$ cat config.mk
export PLATFORM = sky130hd
export DESIGN_NAME = inst_packer
export DESIGN_NICKNAME = d
export VERILOG_FILES = /design/src/rtl/inst_packer.sv
export SDC_FILE = /design/constraint.sdc
export NUM_CORES = 1
export LEC_CHECK = 0
export BUFFER_PORTS_ARGS = -buffer_cell sky130_fd_sc_hd__buf_2
export CORE_MARGIN = 2
export CORE_UTILIZATION = 39
export CTS_BUF_LIST = sky130_fd_sc_hd__clkbuf_4
export CTS_CLUSTER_DIAMETER = 80
export DETAILED_ROUTE_END_ITERATION = 8
export GPL_ROUTABILITY_DRIVEN = 0
export PLACE_DENSITY = 0.63
export SLEW_MARGIN = 25
export SYNTH_ARGS = -nofsm -noshare
export SYNTH_HDL_FRONTEND = slang
export SYNTH_SLANG_ARGS = --single-unit
$ cat constraint.sdc
create_clock -name clk -period 3.51 [get_ports clk]
set_clock_uncertainty 0.2 [all_clocks]
set_input_delay 0.5265 -clock clk [delete_from_list [all_inputs] [get_ports clk]]
set_output_delay 0.5265 -clock clk [all_outputs]
set_load 0.1 [all_outputs]
$ cat src/rtl/inst_packer.sv
// inst_packer: packs RV32I fields and an immediate into instruction words, buffers two and writes them to imem.
// Immediate range checking is enabled by defining INST_PACKER_RANGE_CHK_EN.
module inst_packer #(
    parameter logic [31:0] BASE_ADDR = 32'h0000_0000,
    parameter int DEPTH_WORDS = 256
) (
    input  logic        clk,
    input  logic        rst,
    input  logic        clear,
    input  logic        in_valid,
    output logic        in_ready,
    input  logic [2:0]  imm_sel,
    input  logic [31:0] imm,
    input  logic [6:0]  opcode,
    input  logic [4:0]  rd,
    input  logic [4:0]  rs1,
    input  logic [4:0]  rs2,
    input  logic [2:0]  funct3,
    input  logic [6:0]  funct7,
    output logic        wr_en,
    input  logic        wr_ready,
    output logic [31:0] wr_addr,
    output logic [31:0] wr_data,
    output logic        err,
    output logic [7:0]  err_count
);
    localparam logic [31:0] LAST_ADDR = BASE_ADDR + 32'(4 * (DEPTH_WORDS - 1));
    logic [31:0] enc;
    logic [31:0] mem [2];
    logic [1:0]  count;
    logic        legal, accept, push, pop, rd_ptr, wr_ptr;
    always_comb begin
        enc = 32'h0;
        case (imm_sel)
            3'b000:  enc = {imm[11:0], rs1, funct3, rd, opcode};
            3'b001:  enc = {imm[11:5], rs2, rs1, funct3, imm[4:0], opcode};
            3'b010:  enc = {imm[12], imm[10:5], rs2, rs1, funct3, imm[4:1], imm[11], opcode};
            3'b011:  enc = {imm[31:12], rd, opcode};
            3'b110:  enc = {imm[20], imm[10:1], imm[11], imm[19:12], rd, opcode};
            3'b101:  enc = {funct7, rs2, rs1, funct3, rd, opcode};
            default: enc = 32'h0;
        endcase
    end
`ifdef INST_PACKER_RANGE_CHK_EN
    // Each format must reproduce the full 32-bit immediate after sign extension
    always_comb begin
        legal = 1'b0;
        case (imm_sel)
            3'b000, 3'b001: legal = (&imm[31:11]) | ~(|imm[31:11]);
            3'b010:         legal = ~imm[0] & ((&imm[31:12]) | ~(|imm[31:12]));
            3'b011:         legal = ~(|imm[11:0]);
            3'b110:         legal = ~imm[0] & ((&imm[31:20]) | ~(|imm[31:20]));
            3'b101:         legal = 1'b1;
            default:        legal = 1'b0;
        endcase
    end
`else
    assign legal = imm_sel != 3'b100 && imm_sel != 3'b111;
`endif
    assign in_ready = ~count[1];
    assign wr_en    = |count;
    assign wr_data  = wr_en ? mem[rd_ptr] : 32'h0;
    assign accept   = in_valid & in_ready & ~clear;
    assign push     = accept & legal;
    assign pop      = wr_en & wr_ready & ~clear;
    always_ff @(posedge clk or posedge rst) begin
        if (rst) begin
            count     <= 2'd0;
            rd_ptr    <= 1'b0;
            wr_ptr    <= 1'b0;
            wr_addr   <= BASE_ADDR;
            err       <= 1'b0;
            err_count <= 8'd0;
        end else if (clear) begin
            count     <= 2'd0;
            rd_ptr    <= 1'b0;
            wr_ptr    <= 1'b0;
            wr_addr   <= BASE_ADDR;
            err       <= 1'b0;
            err_count <= 8'd0;
        end else begin
            if (push) wr_ptr <= ~wr_ptr;
            if (pop) begin
                rd_ptr  <= ~rd_ptr;
                wr_addr <= wr_addr == LAST_ADDR ? BASE_ADDR : wr_addr + 32'd4;
            end
            count <= count + {1'b0, push} - {1'b0, pop};
            err   <= accept & ~legal;
            if (accept & ~legal & ~(&err_count)) err_count <= err_count + 8'd1;
        end
    end
    always_ff @(posedge clk) begin
        if (push) mem[wr_ptr] <= enc;
    end
endmodule

* After elaboration in Yosys (flattened, before gate mapping)
Memory sizes are Yosys's and may differ from the RTL's.
Cells that the tools add are included.
** Word-level totals
- Bits in registers :: 45
- Bits in writable memories :: 64
- Bits of input ports :: 72
- Output and inout port bits :: 75
- Logic and storage cells :: 54
- Memories :: 1
** Memories
- mem :: depth 2, bits a word 32, rd ports 1, clocked after Yosys merged registers in 0, write ports 1, RTL line 29 : logic [31:0] mem [2];
** Cells by class
- $add $sub $neg :: 4
- Equal/unequal tests :: 8
- Mux-type cells :: 15
- Bitwise gates (word level) :: 13
- Reduce and logical (&&, ||, !) cells :: 7
** Operator list (count)
- $pmux 32 s6 :: 1
- $mux 32 :: 4
- $add 32x3->32 const B :: 1
- $eq 32x10->1 const B :: 1
- $mux 8 :: 2
- $add 8x1->8 const B :: 1
- $reduce_and 8->1 :: 1
- $and 1x1->1 :: 7
- $mux 1 :: 7
- $eq 3x2->1 const B :: 2
- $eq 3x3->1 const B :: 2
- $ne 3x3->1 const B :: 2
- $not 1->1 :: 6
- $reduce_bool 2->1 :: 3
- $eq 3x1->1 const B :: 1
- $logic_not 3->1 :: 1
- $add 2x1->2 :: 1
- $mux 2 :: 1
- $reduce_or 2->1 :: 1
- $sub 2x1->2 :: 1
- $logic_and 1x1->1 :: 1

* Longest topological paths before layout
- Depth after elaboration :: 7
- Depth in mapped cells :: 10
- Depth with buffers taken out :: 8

* Least setup slack after synthesis
Ideal clock, no wire load.
- Path kind :: input -> register
- Start :: in imm_sel[1]
- End :: mem mem[0][0] (enable)
- Setup time :: 426 ps
- Arrival time :: 3022 ps
- Required time :: 2884 ps
- Path slack :: -138 ps
- Stages on the path :: 6
- Path buffers :: 2
- Cell sequence :: clkbuf_1 > xnor2_2 > nand2_1 > and3_1 > clkbuf_1 > nor2b_1
** Between the ends
- Word-level cells in the longest chain between the ends :: 5
- Elaborated cells between the ends (all ways) :: 6
- Classes of those cells :: eq/ne (2); mux (2); bitwise (1); reduce/logical (1)
** RTL lines
- start, declared :: RTL line 12 : input logic [2:0] imm_sel,
- $ne 3x3->1 :: RTL line 58 : assign legal = imm_sel != 3'b100 && imm_sel != 3'b111;
- $logic_and 1x1->1 * :: RTL line 58
- $and 1x1->1 * :: RTL line 64 : assign push = accept & legal;
- $mux 1 * :: RTL line 93 : if (push) mem[wr_ptr] <= enc;
- $mux 1 (not written as such) * :: RTL line 93
- end, declared :: RTL line 29
Mark *: on every way between the ends. The rest lies on a longest branch, timed or not.

* Worst setup path in the final report
- Start :: reg rd_ptr
- End :: out wr_data[8]
** Between the ends
- Word-level cells in the longest chain between the ends :: 2
** RTL lines
- start, declared :: RTL line 31 : logic legal, accept, push, pop, rd_ptr, wr_ptr;
- start signal, assigned :: RTL line 84 : rd_ptr <= ~rd_ptr;
- $mem_v2 2x32
- $mux 32 :: RTL line 62 : assign wr_data = wr_en ? mem[rd_ptr] : 32'h0;
- end, declared :: RTL line 23 : output logic [31:0] wr_data,
Every way passes these cells.

==> metrics.md <==
| Metric | Value |
|---|---|
| Drt pass-1 iters | 5 |
| Routed len/inst | 16.3 um |
| Yosys warns | 0 |
| Worst hold path depth | 2 |
| Global-route wire length before repair | ~22 mm |
| Max cap viols | 0 |
| Synth cell types | between 40 and 50 |
| Setup Buffers After CTS | 0 |
| Layout cells sized above 1 | 0.272 |
| Leak | between 2 and 3 nW |
| # fillers | roughly 1,400 |
| RR Startpoint | wr_addr[10]$_DFFE_PP0P_ |
| Area added between synthesis and finish | 18.5% |
| WHS Endpoint | mem[1][2]$_DFFE_PP_ |
| Starting Density | 0.402 |
| CTS tree | built |
| Ys async rst share | 0.402 |
| Fin. Hold Viols | 0 |
| Register bit count reported by yosys | between 100 and 150 |
| Cell taking the most area after synthesis | edfxtp_1 |
| Post-Syn Area per Cell | between 10 and 15 um^2 |
| Mean number of vias per cell | 5.49 |
| Synth Flop Type | edfxtp_1 |
| Top cell type's share of synthesized area | 0.342 |
| Initial DRC Count | 274 |
| Pin count of the biggest net entering global routing | between 40 and 50 |
| Grt total ovfl | 0 |
| Hold Path Class | in -> reg |
| Top post-synthesis cells by area | edfxtp_1 34%, dfrtp_1 19%, mux2i_1 7.1% |
| Setup Viol. Count Final | 0 |
| Vias | between 4,000 and 5,000 |
| Total CTS buffers | 9 |
| Number of flops mapped to enable cells by yosys | between 60 and 70 |
| RSZ-0062 raised after global routing | false |
| Buf/Inv on CP | 2 |
| Total track usage | 0.182 |
| RR Endpoint | wr_addr[25]$_DFFE_PP0P_ |
| Critical path cell sequence | buf_4 > mux2i_1 > nor2_1 > buf_2 |
| Fmax | approximately 350 MHz |
| I/O Buffers | approximately 140 |
| Final critical-path required period | ~2900 ps |
| Setup crit start | rd_ptr$_DFFE_PP0P_ |
| Footprint of the multi-input gates | ~0.0024 mm^2 |
| Antenna violations before repair | 0 |
| Worst hold slack | roughly 140 ps |
| Placed cell areas | about 0.0065 mm^2 |
| Fin util | 0.476 |
| Post-route setup TNS | 0 ps |
| Post-synthesis cell count | between 500 and 600 |
| CP arrival | ~2100 ps |
| Nets | 743 |
| Io pins | roughly 150 |
| Register area share after synthesis | 0.533 |
| Root Driver | clkbuf_4 |
| Finished Cell Area | roughly 0.0067 mm^2 |
| P per Cell Area | 528 mW/mm^2 |
| Ant diodes | 0 |
| Clock latency on the worst-skew pair | ~480 ps |
| Critical Path RT | between 2000 and 3000 ps |
| Routed wire length | around 14 mm |
| WS Path Type | reg -> out |
| DRC Markers | 0 |
| Row cnt | between 40 and 50 |
| Max Buffers Root-to-Sink | 2 |
| Peak supply drop | 0.259 mV |
| Status | complete, no violations |
| DIE WIDTH | between 100 and 150 um |
| Total Power | around 3.5 mW |
| Critical path fanouts, max | 13 |
| CP top delay family | buffers and inverters |
| Syn Std Cell Area | between 0.005 and 0.006 mm^2 |
| Routed Antenna Nets | 0 |
| Clock Sinks | between 100 and 150 |
| Slew margin rel. | 0.439 |
| Worst Max-Slew Pin Slew | ~840 ps |
| Slowest CP cell | dfrtp_2 |
| Max Slew Vio Count | 0 |
| Die area | around 0.015 mm^2 |
| Crit share post-route | 0.814 |
| Vias in the first global route | between 4,000 and 5,000 |
| Hold path startpoint | opcode[2] |
| H-tree levels | 3 |
| Reg2reg setup slack | approximately 750 ps |
| Reg clk slew, reported paths | around 190 ps |
| Crit path largest cell delay | 610 ps |
| Worst reg2reg path depth | 5 |
| Die Y | 124 um |
| Kind of end point of the critical path | primary output |
| Placeable Area | roughly 0.014 mm^2 |
| Startpoint types | flop |
| DPL Wire Length | 10.1 mm |
| Register area | 0.00300 mm^2 |
## per-stage QoR
stage / cells / setup WS, ps
3_5_place_dp: 835 / 356
3_3_place_gp: 835 / 424
2_1_floorplan: 539 / 364
6_report: 852 / 652
4_1_cts: 852 / 574
5_1_grt: 852 / 511
## where the power goes
part | switching, mW | internal, mW
Combinational | 1.16 | 0.279
Clock | 0.456 | 0.165
Sequential | 0.0433 | 1.41
## cells in the mapped netlist, drive strengths merged, types with 6 or more instances
cell	instances
a22o	15
nor2b	18
nand3	13
a31oi	21
edfxtp	64
xnor2	9
nor4	9
nand4	15
nand2	31
o21ai	17
a221oi	13
clkbuf	28
and2	11
buf	9
mux2i	40
nor2	62
dfrtp	43
nor3	7
and4	6
a21oi	42
inv	12
## routing by layer
metal	GRT usage	part of all wire	wire, um	vias up
met5	0	0	0	-
met4	0.0695	0.016	221	0
met3	0.0298	0.061	851	16
met2	0.298	0.48	6600	152
met1	0.243	0.45	6210	2245
li1	-	-	-	2262
## sequential cells by signal, summed over array words and instances (netlist names)
signal and count:
count 2, err 1, err_count 8, mem 64, rd_ptr 1, wr_addr 30, wr_ptr 1
## timing repair
item | 4_1_cts | 5_1_grt
hold endpoints to repair | 43 | 0
hold buffers | 1 | 0
setup endpoints to repair | 0 | 0
resized for setup | 0 | 0
## worst reg2reg max path: stages (launching register included)
cell and delay, ps:
dfrtp_1 560, nand4_2 170, or4_1 700, or4_1 590
and3_1 190, a221o_1 250
## how the worst max path moves through the flow
| stage | endpoint | slack [ps] | cells after the start |
|---|---|---|---|
| 2_1_floorplan | wr_addr[25]$_DFFE_PP0P_ | 360 | 6 |
| 3_3_place_gp | count[1]$_DFF_PP0_ | 420 | 9 |
| 3_5_place_dp | count[1]$_DFF_PP0_ | 360 | 9 |
| 4_1_cts | wr_data[8] | 570 | 4 |
| 5_1_grt | wr_data[8] | 510 | 4 |
| 6_report | wr_data[8] | 650 | 4 |
## cells by family after synthesis
logic type | share of synthesized area
other | 0.000667
XOR/XNOR | 0.0216
AO/OA/AOI/OAI | 0.140
AND/OR/NAND/NOR | 0.179
multiplexers | 0.0812
flip-flops | 0.533
buffers and inverters | 0.0349
adder cells (fa/ha/maj) | 0.00890
## area by class of cell
cell class                      instances  area share
Inverter                               12     0.00676
Timing Repair Buffer                  154       0.122
Tap cell                              180      0.0338
Sequential cell                       107       0.450
Multi-Input combinational cell        383       0.367
Clock buffer                            9      0.0101
Clock inverter                          7     0.00977
## cells in the final DEF (no fill, tap or decap), types with 3 or more instances in the layout
master / instances
buf_2: 144
nor4_1: 9
or3_1: 3
and2_1: 9
mux2_2: 5
o22ai_1: 5
a22o_1: 15
dfrtp_1: 42
inv_1: 12
ha_1: 4
nor2b_1: 17
nand4_1: 14
and4_1: 6
and3_1: 4
mux2i_1: 40
o21ai_0: 15
nand3_1: 13
nand2_1: 31
edfxtp_1: 64
nor2_1: 61
nor3_1: 7
a221oi_1: 13
xor2_1: 4
a21oi_1: 42
clkbuf_4: 9
or4_1: 5
inv_6: 3
buf_4: 8
a31oi_1: 21
nand2b_1: 5
xnor2_1: 8
Note: power is estimated with default switching activity, not from simulation.
